## config.mk

```make
export PLATFORM = sky130hd
export DESIGN_NAME = bsu_element_load_seq
export DESIGN_NICKNAME = d
export VERILOG_FILES = /design/src/rtl/bsu_element_load_seq.sv
export SDC_FILE = /design/constraint.sdc
export NUM_CORES = 1
export LEC_CHECK = 0
export CORE_ASPECT_RATIO = 0.8
export CORE_UTILIZATION = 60
export DETAILED_ROUTE_END_ITERATION = 10
export PLACE_DENSITY = 0.81
export SLEW_MARGIN = 20
export SYNTH_ARGS = -nofsm -noshare
export SYNTH_HDL_FRONTEND = slang
export SYNTH_SLANG_ARGS = --single-unit
```

## constraint.sdc

```tcl
create_clock -name clk -period 4.5 [get_ports clk]
set_input_delay 0.9 -clock clk [delete_from_list [all_inputs] [get_ports clk]]
set_output_delay 0.9 -clock clk [all_outputs]
set_load 0.02 [all_outputs]
```

## src/rtl/bsu_element_load_seq.sv

```systemverilog
// Upstream sequencer for the beam steering unit's 7-way element-strobe decoder.
// Buffers a burst of phase words, then walks the element address map.
// For each element it drives sel/phase_bus, raises en, and keeps sel/phase_bus
// stable for a setup margin before the strobe and a hold cycle after it.
//
// Handshake: a word transfers on every rising edge where in_valid and
// in_ready are both high. in_ready is high only in LOAD and does not depend
// on in_valid. The sender holds in_data stable while in_valid is high.
module bsu_element_load_seq #(
    parameter int PHASE_W    = 6,
    parameter int N_ELEM     = 7,
    parameter int BASE_ADDR  = 6,
    parameter int ADDR_STEP  = 2,
    parameter int SETUP_CYC  = 1,
    parameter int STROBE_CYC = 2
) (
    input  logic               clk,
    input  logic               rst,
    input  logic               start,
    input  logic               abort,
    input  logic               in_valid,
    input  logic [PHASE_W-1:0] in_data,
    output logic               in_ready,
    output logic [4:0]         sel,
    output logic               en,
    output logic [PHASE_W-1:0] phase_bus,
    output logic               busy,
    output logic               done,
    output logic [2:0]         dbg_state_o
);

    typedef enum logic [2:0] {
        ST_IDLE   = 3'd0,
        ST_LOAD   = 3'd1,
        ST_SETUP  = 3'd2,
        ST_STROBE = 3'd3,
        ST_HOLD   = 3'd4
    } state_t;

    localparam int IDX_W = (N_ELEM > 1) ? $clog2(N_ELEM) : 1;
    localparam int TMR_W = 8;
    localparam logic [IDX_W-1:0] LAST_IDX    = IDX_W'(N_ELEM - 1);
    localparam logic [TMR_W-1:0] SETUP_LAST  = TMR_W'(SETUP_CYC - 1);
    localparam logic [TMR_W-1:0] STROBE_LAST = TMR_W'(STROBE_CYC - 1);

    state_t             state_q, state_d;
    logic [IDX_W-1:0]   cnt_q, cnt_d;     // words accepted so far in LOAD
    logic [IDX_W-1:0]   idx_q, idx_d;     // element currently addressed
    logic [TMR_W-1:0]   tmr_q, tmr_d;     // cycles spent in SETUP or STROBE
    logic               done_q, done_d;
    logic               wr_en;
    logic               active;
    logic [PHASE_W-1:0] buf_q [N_ELEM];

    // State, counters and done pulse register; reset returns everything to idle.
    always_ff @(posedge clk) begin
        if (rst) begin
            state_q <= ST_IDLE;
            cnt_q   <= '0;
            idx_q   <= '0;
            tmr_q   <= '0;
            done_q  <= 1'b0;
        end else begin
            state_q <= state_d;
            cnt_q   <= cnt_d;
            idx_q   <= idx_d;
            tmr_q   <= tmr_d;
            done_q  <= done_d;
        end
    end

    // Phase word buffer: cleared by reset, written only on accepted LOAD words.
    always_ff @(posedge clk) begin
        if (rst) begin
            for (int i = 0; i < N_ELEM; i++) begin
                buf_q[i] <= '0;
            end
        end else if (wr_en) begin
            buf_q[cnt_q] <= in_data;
        end
    end

    // Next-state logic; abort overrides every non-idle transition.
    always_comb begin
        state_d = state_q;
        cnt_d   = cnt_q;
        idx_d   = idx_q;
        tmr_d   = tmr_q;
        done_d  = 1'b0;
        wr_en   = 1'b0;

        case (state_q)
            ST_IDLE: begin
                if (start && !abort) begin
                    state_d = ST_LOAD;
                    cnt_d   = '0;
                end
            end
            ST_LOAD: begin
                if (in_valid) begin
                    wr_en = 1'b1;
                    if (cnt_q == LAST_IDX) begin
                        state_d = ST_SETUP;
                        cnt_d   = '0;
                        idx_d   = '0;
                        tmr_d   = '0;
                    end else begin
                        cnt_d = cnt_q + 1'b1;
                    end
                end
            end
            ST_SETUP: begin
                if (tmr_q == SETUP_LAST) begin
                    state_d = ST_STROBE;
                    tmr_d   = '0;
                end else begin
                    tmr_d = tmr_q + 1'b1;
                end
            end
            ST_STROBE: begin
                if (tmr_q == STROBE_LAST) begin
                    state_d = ST_HOLD;
                    tmr_d   = '0;
                end else begin
                    tmr_d = tmr_q + 1'b1;
                end
            end
            ST_HOLD: begin
                if (idx_q == LAST_IDX) begin
                    state_d = ST_IDLE;
                    idx_d   = '0;
                    done_d  = 1'b1;
                end else begin
                    state_d = ST_SETUP;
                    idx_d   = idx_q + 1'b1;
                end
            end
            default: begin
                state_d = ST_IDLE;
            end
        endcase

        if (abort && (state_q != ST_IDLE)) begin
            state_d = ST_IDLE;
            cnt_d   = '0;
            idx_d   = '0;
            tmr_d   = '0;
            done_d  = 1'b0;
            wr_en   = 1'b0;
        end
    end

    // sel/phase_bus derive from idx_q, which only moves on the SETUP entry
    // edge, so they are stable across the whole setup/strobe/hold window.
    assign active      = (state_q == ST_SETUP) || (state_q == ST_STROBE) ||
                         (state_q == ST_HOLD);
    assign sel         = active ? 5'(BASE_ADDR + ADDR_STEP * int'(idx_q)) : 5'd0;
    assign phase_bus   = active ? buf_q[idx_q] : '0;
    assign en          = (state_q == ST_STROBE);
    assign in_ready    = (state_q == ST_LOAD);
    assign busy        = (state_q != ST_IDLE);
    assign done        = done_q;
    assign dbg_state_o = state_q;

endmodule
```

==> results.sh, run 1 <==
export IMPL_end_kind="output pin"
export IMPL_fin_nets=339
export IMPL_slowest_stage="dfxtp_1"
export IMPL_register_area_mm2=0.00180
export IMPL_maxSlewViolCount=0
export IMPL_initial_core_util=0.620
export IMPL_power_leakage_nw=1.31
export IMPL_synth_edf_count=42
export IMPL_vias_per_cell=5.94
export IMPL_vias=2398
export IMPL_setup_viol=0
export IMPL_post_synth_top_count_cell="nor2_1"
export IMPL_fin_crit_sh=0.787
export IMPL_yosys_warnings=0
export IMPL_layout_drive_gt1_share=0.113
export IMPL_rsz0062_at_grt="false"
export IMPL_ys_ff_latch=69
export IMPL_synth_async_reset_ratio=0
export IMPL_final_core_utilization=0.708
export IMPL_io_buffers=27
export IMPL_cts_setup_buffers=0
export IMPL_power_mw=1.20
export IMPL_synth_top_area_frac=0.374
export IMPL_drc=0
export IMPL_path_cells="mux4_2 -> mux2i_1 -> nor2_1 -> clkdlybuf4s50_1"
export IMPL_cts_sinks=69
export IMPL_cts_tree="yes"
export IMPL_critical_path_arrival_ps=2640
export IMPL_switching_share=0.224
export IMPL_hold_viol=0
export IMPL_grt_usage=0.269
export IMPL_fin_setup_tns_ps=0
export IMPL_hpwl_mm=5.24
export IMPL_ys_top_cells_by_count="nor2_1 (44), edfxtp_1 (42), dfxtp_1 (27)"
export IMPL_ys_flop_type="edfxtp_1"
export IMPL_syn_to_final_growth_pct=14.1
export IMPL_power_frac_seq=0.570
export IMPL_antenna_cells=0
export IMPL_ant_nets=0
export IMPL_first_iter_violations=239
export IMPL_wl_per_cell_um=18.1
export IMPL_dieArea_mm2=0.00593
export IMPL_coreArea_mm2=0.00544
export IMPL_maxCapViolCount=0
export IMPL_worstMarginPinSlew_ps=789
export IMPL_cp_start_kind="flip-flop"
export IMPL_clk_latency_ps=350
export IMPL_die_x_um=85.8
export IMPL_slew_headroom=0.473
export IMPL_reg2reg_slack_ps=1860
export IMPL_syn_area_per_cell_um2=11.4
export IMPL_grt_max_degree=17
export IMPL_switchingPower_mw=0.270
export IMPL_clock_skew_ps=5.60
export IMPL_syn_nets=315
export IMPL_clkPwrFrac=0.386
export IMPL_clockRootBuffer="clkbuf_8"
export IMPL_cp_required_ps=3600
export IMPL_drt_wl_total_mm=7.30
export IMPL_cts_buffer_depth=2
export IMPL_grt_pass1_wl_mm=11.5
export IMPL_path_max_fanout=12
export IMPL_ir_worst_vdd_v=0.000229
export IMPL_cts_resized=0
export IMPL_netlist_cell_type_count=47
export IMPL_p_int_mw=0.933
export IMPL_fin_area_mm2=0.00385
export IMPL_die_h_um=69.1
export IMPL_status="finished clean"
export IMPL_synth_cells=297
export IMPL_placed_area_mm2=0.00366
export IMPL_period_needed_ps=3540
export IMPL_hp_class="reg2reg"
export IMPL_multi_input_area_mm2=0.00143
export IMPL_grt_overflow_total=0
export IMPL_num_fill_cells=397
export IMPL_synthTopCellsByArea="edfxtp_1 (37%), dfxtp_1 (16%), mux4_2 (8.0%)"
export IMPL_powerDensity_mw_per_mm2=313
export IMPL_drt_pass1_iterations=5
export IMPL_fp_row_count=24
export IMPL_antenna_found_initial=0
export IMPL_combPwrFrac=0.044
export IMPL_htree_levels=3
export IMPL_grt_pass1_vias=2196
export IMPL_syn_area_mm2=0.00337
export IMPL_synth_top_cell_by_area="edfxtp_1"
export IMPL_numCtsBuffers=9
export IMPL_clkTransAtPathRegs_ps=80
export IMPL_critPathMaxStageDelay_ps=840
export IMPL_postCtsHoldBufs=0
export IMPL_fmax_mhz=282
export IMPL_crit_type="reg2out"
export IMPL_ios=29
export IMPL_ys_seq_area_frac=0.534
export IMPL_place_congestion=0.864
==> registers in the layout, summed over array words and instances, names as in the netlist, named ones only <==
name / cells
buf_q: 48
cnt_q: 3
dbg_state_o: 3
done: 1
idx_q: 3
tmr_q: 8
==> cells in the final DEF, fill, tap and decap left out, types with 2 or more instances in the layout <==
cell	count
a21oi_1	13
a22oi_1	2
a311oi_1	2
a31oi_1	4
and2_1	16
and3_1	2
clkbuf_8	9
clkdlybuf4s50_1	27
clkinvlp_4	4
dfxtp_1	27
edfxtp_1	42
ha_1	7
inv_1	16
mux2i_1	14
mux4_2	12
nand2_1	16
nand2b_1	5
nand3_1	5
nand3b_1	2
nand4_1	2
nor2_1	44
nor2b_1	3
nor3_1	6
nor4b_4	2
o21ai_0	16
or2_2	4
or3_1	2
==> per-stage QoR <==
stage | instances | setup slack, ps | hold slack [ps]
after floorplan | 297 | 2160 | 455
after global placement | 388 | 1220 | 504
after detailed placement | 388 | 1040 | 521
after CTS | 404 | 913 | 532
after global routing | 404 | 788 | 572
final | 404 | 957 | 527
==> final cells by class <==
type,count,share of cell area
repair buffers,27,0.0702
multi-input cells,198,0.372
clock buffers,11,0.0397
clock inverters,5,0.00878
inverters,16,0.0156
flip-flops and latches,69,0.468
well taps,78,0.0254
==> cell families (layout without fill, tap and decap cells) <==
family                     Yosys count  count (layout)  share of synthesized area
AOI/OAI and AO/OA                   47              47                     0.0876
xor gates and xnor gates             1               1                    0.00260
adders and majority gates            7               7                     0.0260
buffers and inverters               30              59                     0.0412
DFF                                 69              69                      0.534
muxes                               26              26                      0.122
other                                1               1                    0.00111
and+or+nand+nor                    116             116                      0.186
==> path summary, 6_finish.rpt <==
check,from,end,cells after the start
max reg2reg,dbg_state_o[2]$_SDFFE_PP0P_,buf_q[3][1]$_SDFFCE_PN0P_,4
min reg2reg,tmr_q[1]$_SDFFE_PP0P_,tmr_q[1]$_SDFFE_PP0P_,2
min,tmr_q[1]$_SDFFE_PP0P_,tmr_q[1]$_SDFFE_PP0P_,2
max,flip-flop,phase_bus[1],4
==> power by group through the flow <==
stage | sequential [mW] | combinational, mW | clock, mW
after floorplan | 0.696 | 0.0309 | 0
after global placement | 0.699 | 0.0506 | 0
after detailed placement | 0.699 | 0.0520 | 0
after CTS | 0.685 | 0.0524 | 0.469
after global routing | 0.686 | 0.0571 | 0.493
final | 0.685 | 0.0530 | 0.465
==> critical path: cells and delay by family, from the launching register on <==
kind	cells	cell delay [ps]
muxes	2	770
buffers and inverters	1	600
DFF	1	840
and+or+nand+nor	1	80
==> layer usage <==
metal | GRT usage | vias up | part of all wire
met5 | 0 | - | 0
met4 | 0.0722 | 0 | 0.010
met3 | 0.125 | 10 | 0.11
met2 | 0.373 | 116 | 0.44
met1 | 0.383 | 1156 | 0.44
li1 | - | 1116 | -
(Power assumes the default switching activity.)
==> run 2, diff against run 1 <==
--- a/config.mk
+++ b/config.mk
@@ -6,9 +6,9 @@
 export NUM_CORES = 1
 export LEC_CHECK = 0
 export CORE_ASPECT_RATIO = 0.8
-export CORE_UTILIZATION = 60
+export CORE_UTILIZATION = 52
 export DETAILED_ROUTE_END_ITERATION = 10
-export PLACE_DENSITY = 0.81
+export PLACE_DENSITY = 0.75
 export SLEW_MARGIN = 20
 export SYNTH_ARGS = -nofsm -noshare
 export SYNTH_HDL_FRONTEND = slang
==> constraint.sdc (replaced) <==
create_clock -name clk -period 3.1 [get_ports clk]
set_input_delay 0.62 -clock clk [delete_from_list [all_inputs] [get_ports clk]]
set_output_delay 0.62 -clock clk [all_outputs]
set_load 0.02 [all_outputs]
==> results.sh, run 2 (same netlist as run 1, synthesis figures left out) <==
export IMPL_final_cell_mix="nor2_1 (43), edfxtp_1 (42), clkdlybuf4s50_1 (27), dfxtp_1 (26)"
export IMPL_grt_overflow_total=0
export IMPL_power_frac_seq=0.521
export IMPL_fin_nets=348
export IMPL_numCtsBuffers=9
export IMPL_reg_largest_list="buf_q: 48 flops, tmr_q: 8 flops"
export IMPL_clk_latency_ps=350
export IMPL_critPathMaxStageDelay_ps=600
export IMPL_dieArea_mm2=0.00681
export IMPL_dp_cells=400
export IMPL_fin_setup_tns_ps=0
export IMPL_vias_per_cell=5.79
export IMPL_hpwl_mm=5.24
export IMPL_cp_required_ps=2480
export IMPL_coreArea_mm2=0.00607
export IMPL_clock_skew_ps=7.61
export IMPL_worstReg2RegStart="dbg_state_o[0]$_SDFFE_PP0P_"
export IMPL_worst_hold_path_num_cells=2
export IMPL_cts_resized=0
export IMPL_crit_type="reg2out"
export IMPL_r2r_end="buf_q[0][2]$_SDFFCE_PN0P_"
export IMPL_clkPwrFrac=0.438
export IMPL_cts_sinks=69
export IMPL_initial_core_util=0.556
export IMPL_power_leakage_nw=1.40
export IMPL_powerDensity_mw_per_mm2=479
export IMPL_reg2regPathDepth=5
export IMPL_ir_worst_vdd_v=0.000271
export IMPL_combPwrFrac=0.042
export IMPL_ant_nets=0
export IMPL_die_x_um=92.0
export IMPL_postCtsHoldBufs=0
export IMPL_grt_usage=0.243
export IMPL_regMostFlops="buf_q"
export IMPL_switching_share=0.206
export IMPL_cts_buffer_depth=2
export IMPL_vias=2407
export IMPL_switchingPower_mw=0.392
export IMPL_status="finished clean"
export IMPL_path_max_fanout=13
export IMPL_clockRootBuffer="clkbuf_8"
export IMPL_largest_register_ffs=48
export IMPL_fmax_mhz=348
export IMPL_wl_per_cell_um=17.8
export IMPL_fp_row_count=25
export IMPL_end_kind="output pin"
export IMPL_place_congestion=0.833
export IMPL_p_int_mw=1.51
export IMPL_drt_wl_total_mm=7.39
export IMPL_critical_path_arrival_ps=2250
export IMPL_grt_pass1_wl_mm=12.0
export IMPL_htree_levels=3
export IMPL_hp_class="reg2reg"
export IMPL_grt_pass1_vias=2313
export IMPL_hold_path_startpoint="buf_q[6][5]$_SDFFE_PP0P_"
export IMPL_io_buffers=27
export IMPL_die_h_um=74.0
export IMPL_crit_family="buffers and inverters"
export IMPL_grt_max_degree=17
export IMPL_final_common_cell="nor2_1"
export IMPL_hold_viol=0
export IMPL_min_to="buf_q[6][5]$_SDFFE_PP0P_"
export IMPL_ios=29
export IMPL_slew_headroom=0.593
export IMPL_antenna_cells=0
export IMPL_final_core_utilization=0.655
export IMPL_reg2reg_slack_ps=720
export IMPL_cts_tree="yes"
export IMPL_slowest_stage="clkdlybuf4s50_1"
export IMPL_path_cells="nor2b_2 -> nor2_2 -> buf_4 -> nor2_1 -> clkdlybuf4s50_1"
export IMPL_rsz0062_at_grt="false"
export IMPL_path_buf_inv=2
export IMPL_worstMarginPinSlew_ps=610
export IMPL_maxSlewViolCount=0
export IMPL_instances_no_fill=416
export IMPL_cts_setup_buffers=0
export IMPL_period_needed_ps=2870
export IMPL_drc=0
export IMPL_syn_to_final_growth_pct=17.9
export IMPL_fin_crit_sh=0.927
export IMPL_layout_drive_gt1_share=0.149
export IMPL_setup_viol=0
export IMPL_clkTransAtPathRegs_ps=80
export IMPL_maxCapViolCount=0
export IMPL_antenna_found_initial=0
export IMPL_first_iter_violations=259
export IMPL_drt_pass1_iterations=5
export IMPL_cp_start_kind="flip-flop"
==> run 2: cell types whose count changed in the layout (fill, tap and decap cells not counted) <==
cell / previous run / this run
buf_4: 0 / 9
clkinvlp_4: 4 / 1
bufinv_16: 0 / 1
clkbuf_16: 1 / 2
clkbuf_8: 9 / 10
clkinv_1: 1 / 0
dfxtp_1: 27 / 26
dfxtp_2: 0 / 1
inv_6: 0 / 1
nor2_1: 44 / 43
nor2_2: 0 / 1
nor2b_1: 3 / 2
nor2b_2: 0 / 1
==> run 2: through the flow <==
stage / hold WS (ps) / cell area (um^2) / setup slack (ps) / power, mW
floorplan: 455 / 3370 / 955 / 1.05
global placement: 467 / 3730 / 451 / 1.09
detailed placement: 485 / 3730 / 384 / 1.09
CTS: 503 / 3970 / 0.119 / 1.92
global route: 534 / 3980 / 89.0 / 1.96
finish: 496 / 3980 / 228 / 1.91
==> run 2: worst max path at each step <==
stage	start	to	slack (ps)	cells after the start
6_report	dbg_state_o[1]$_SDFFE_PP0P_	sel[3]	230	5
5_1_grt	dbg_state_o[1]$_SDFFE_PP0P_	sel[1]	90	5
4_1_cts	dbg_state_o[2]$_SDFFE_PP0P_	sel[3]	0.1	5
3_5_place_dp	dbg_state_o[2]$_SDFFE_PP0P_	sel[3]	380	5
3_3_place_gp	dbg_state_o[2]$_SDFFE_PP0P_	sel[4]	450	5
2_1_floorplan	dbg_state_o[0]$_SDFFE_PP0P_	buf_q[3][0]$_SDFFCE_PN0P_	960	5
==> run 2: layout make-up <==
cell class / instances / area, um^2
inverter: 16 / 60.1
multi-input combinational: 198 / 1440
clock inverter: 3 / 46.3
fill: 473 / 2090
tap: 81 / 101
sequential: 69 / 1800
clock buffer: 13 / 191
timing repair buffer: 36 / 338
==> run 2: tightest hold or removal path, stage by stage, from the launching register on <==
cell	delay (ps)
dfxtp_1	330
mux2i_1	70
nor2_1	70
==> run 2: power groups by stage <==
stage	Clock (mW)	Combinational (mW)	Sequential, mW
4_1_cts	0.847	0.0791	0.993
3_3_place_gp	0	0.0774	1.01
2_1_floorplan	0	0.0449	1.01
6_report	0.834	0.0792	0.993
5_1_grt	0.883	0.0850	0.995
3_5_place_dp	0	0.0788	1.01
==> run 2: per-layer routing <==
| layer | vias up | part of all wire | track usage |
|---|---|---|---|
| met5 | - | 0 | 0 |
| met4 | 0 | 0.010 | 0.0799 |
| met3 | 8 | 0.066 | 0.0736 |
| met1 | 1177 | 0.45 | 0.325 |
| met2 | 86 | 0.47 | 0.384 |
| li1 | 1136 | - | - |
==> run 3, diff against run 2 <==
--- a/config.mk
+++ b/config.mk
@@ -9,7 +9,9 @@
 export CORE_UTILIZATION = 52
 export DETAILED_ROUTE_END_ITERATION = 10
 export PLACE_DENSITY = 0.75
+export SKIP_LAST_GASP = 1
 export SLEW_MARGIN = 20
 export SYNTH_ARGS = -nofsm -noshare
 export SYNTH_HDL_FRONTEND = slang
 export SYNTH_SLANG_ARGS = --single-unit
+export TNS_END_PERCENT = 1
==> results of run 3 <==
No change in the layout: final DEF, timing and power equal those of run 2.
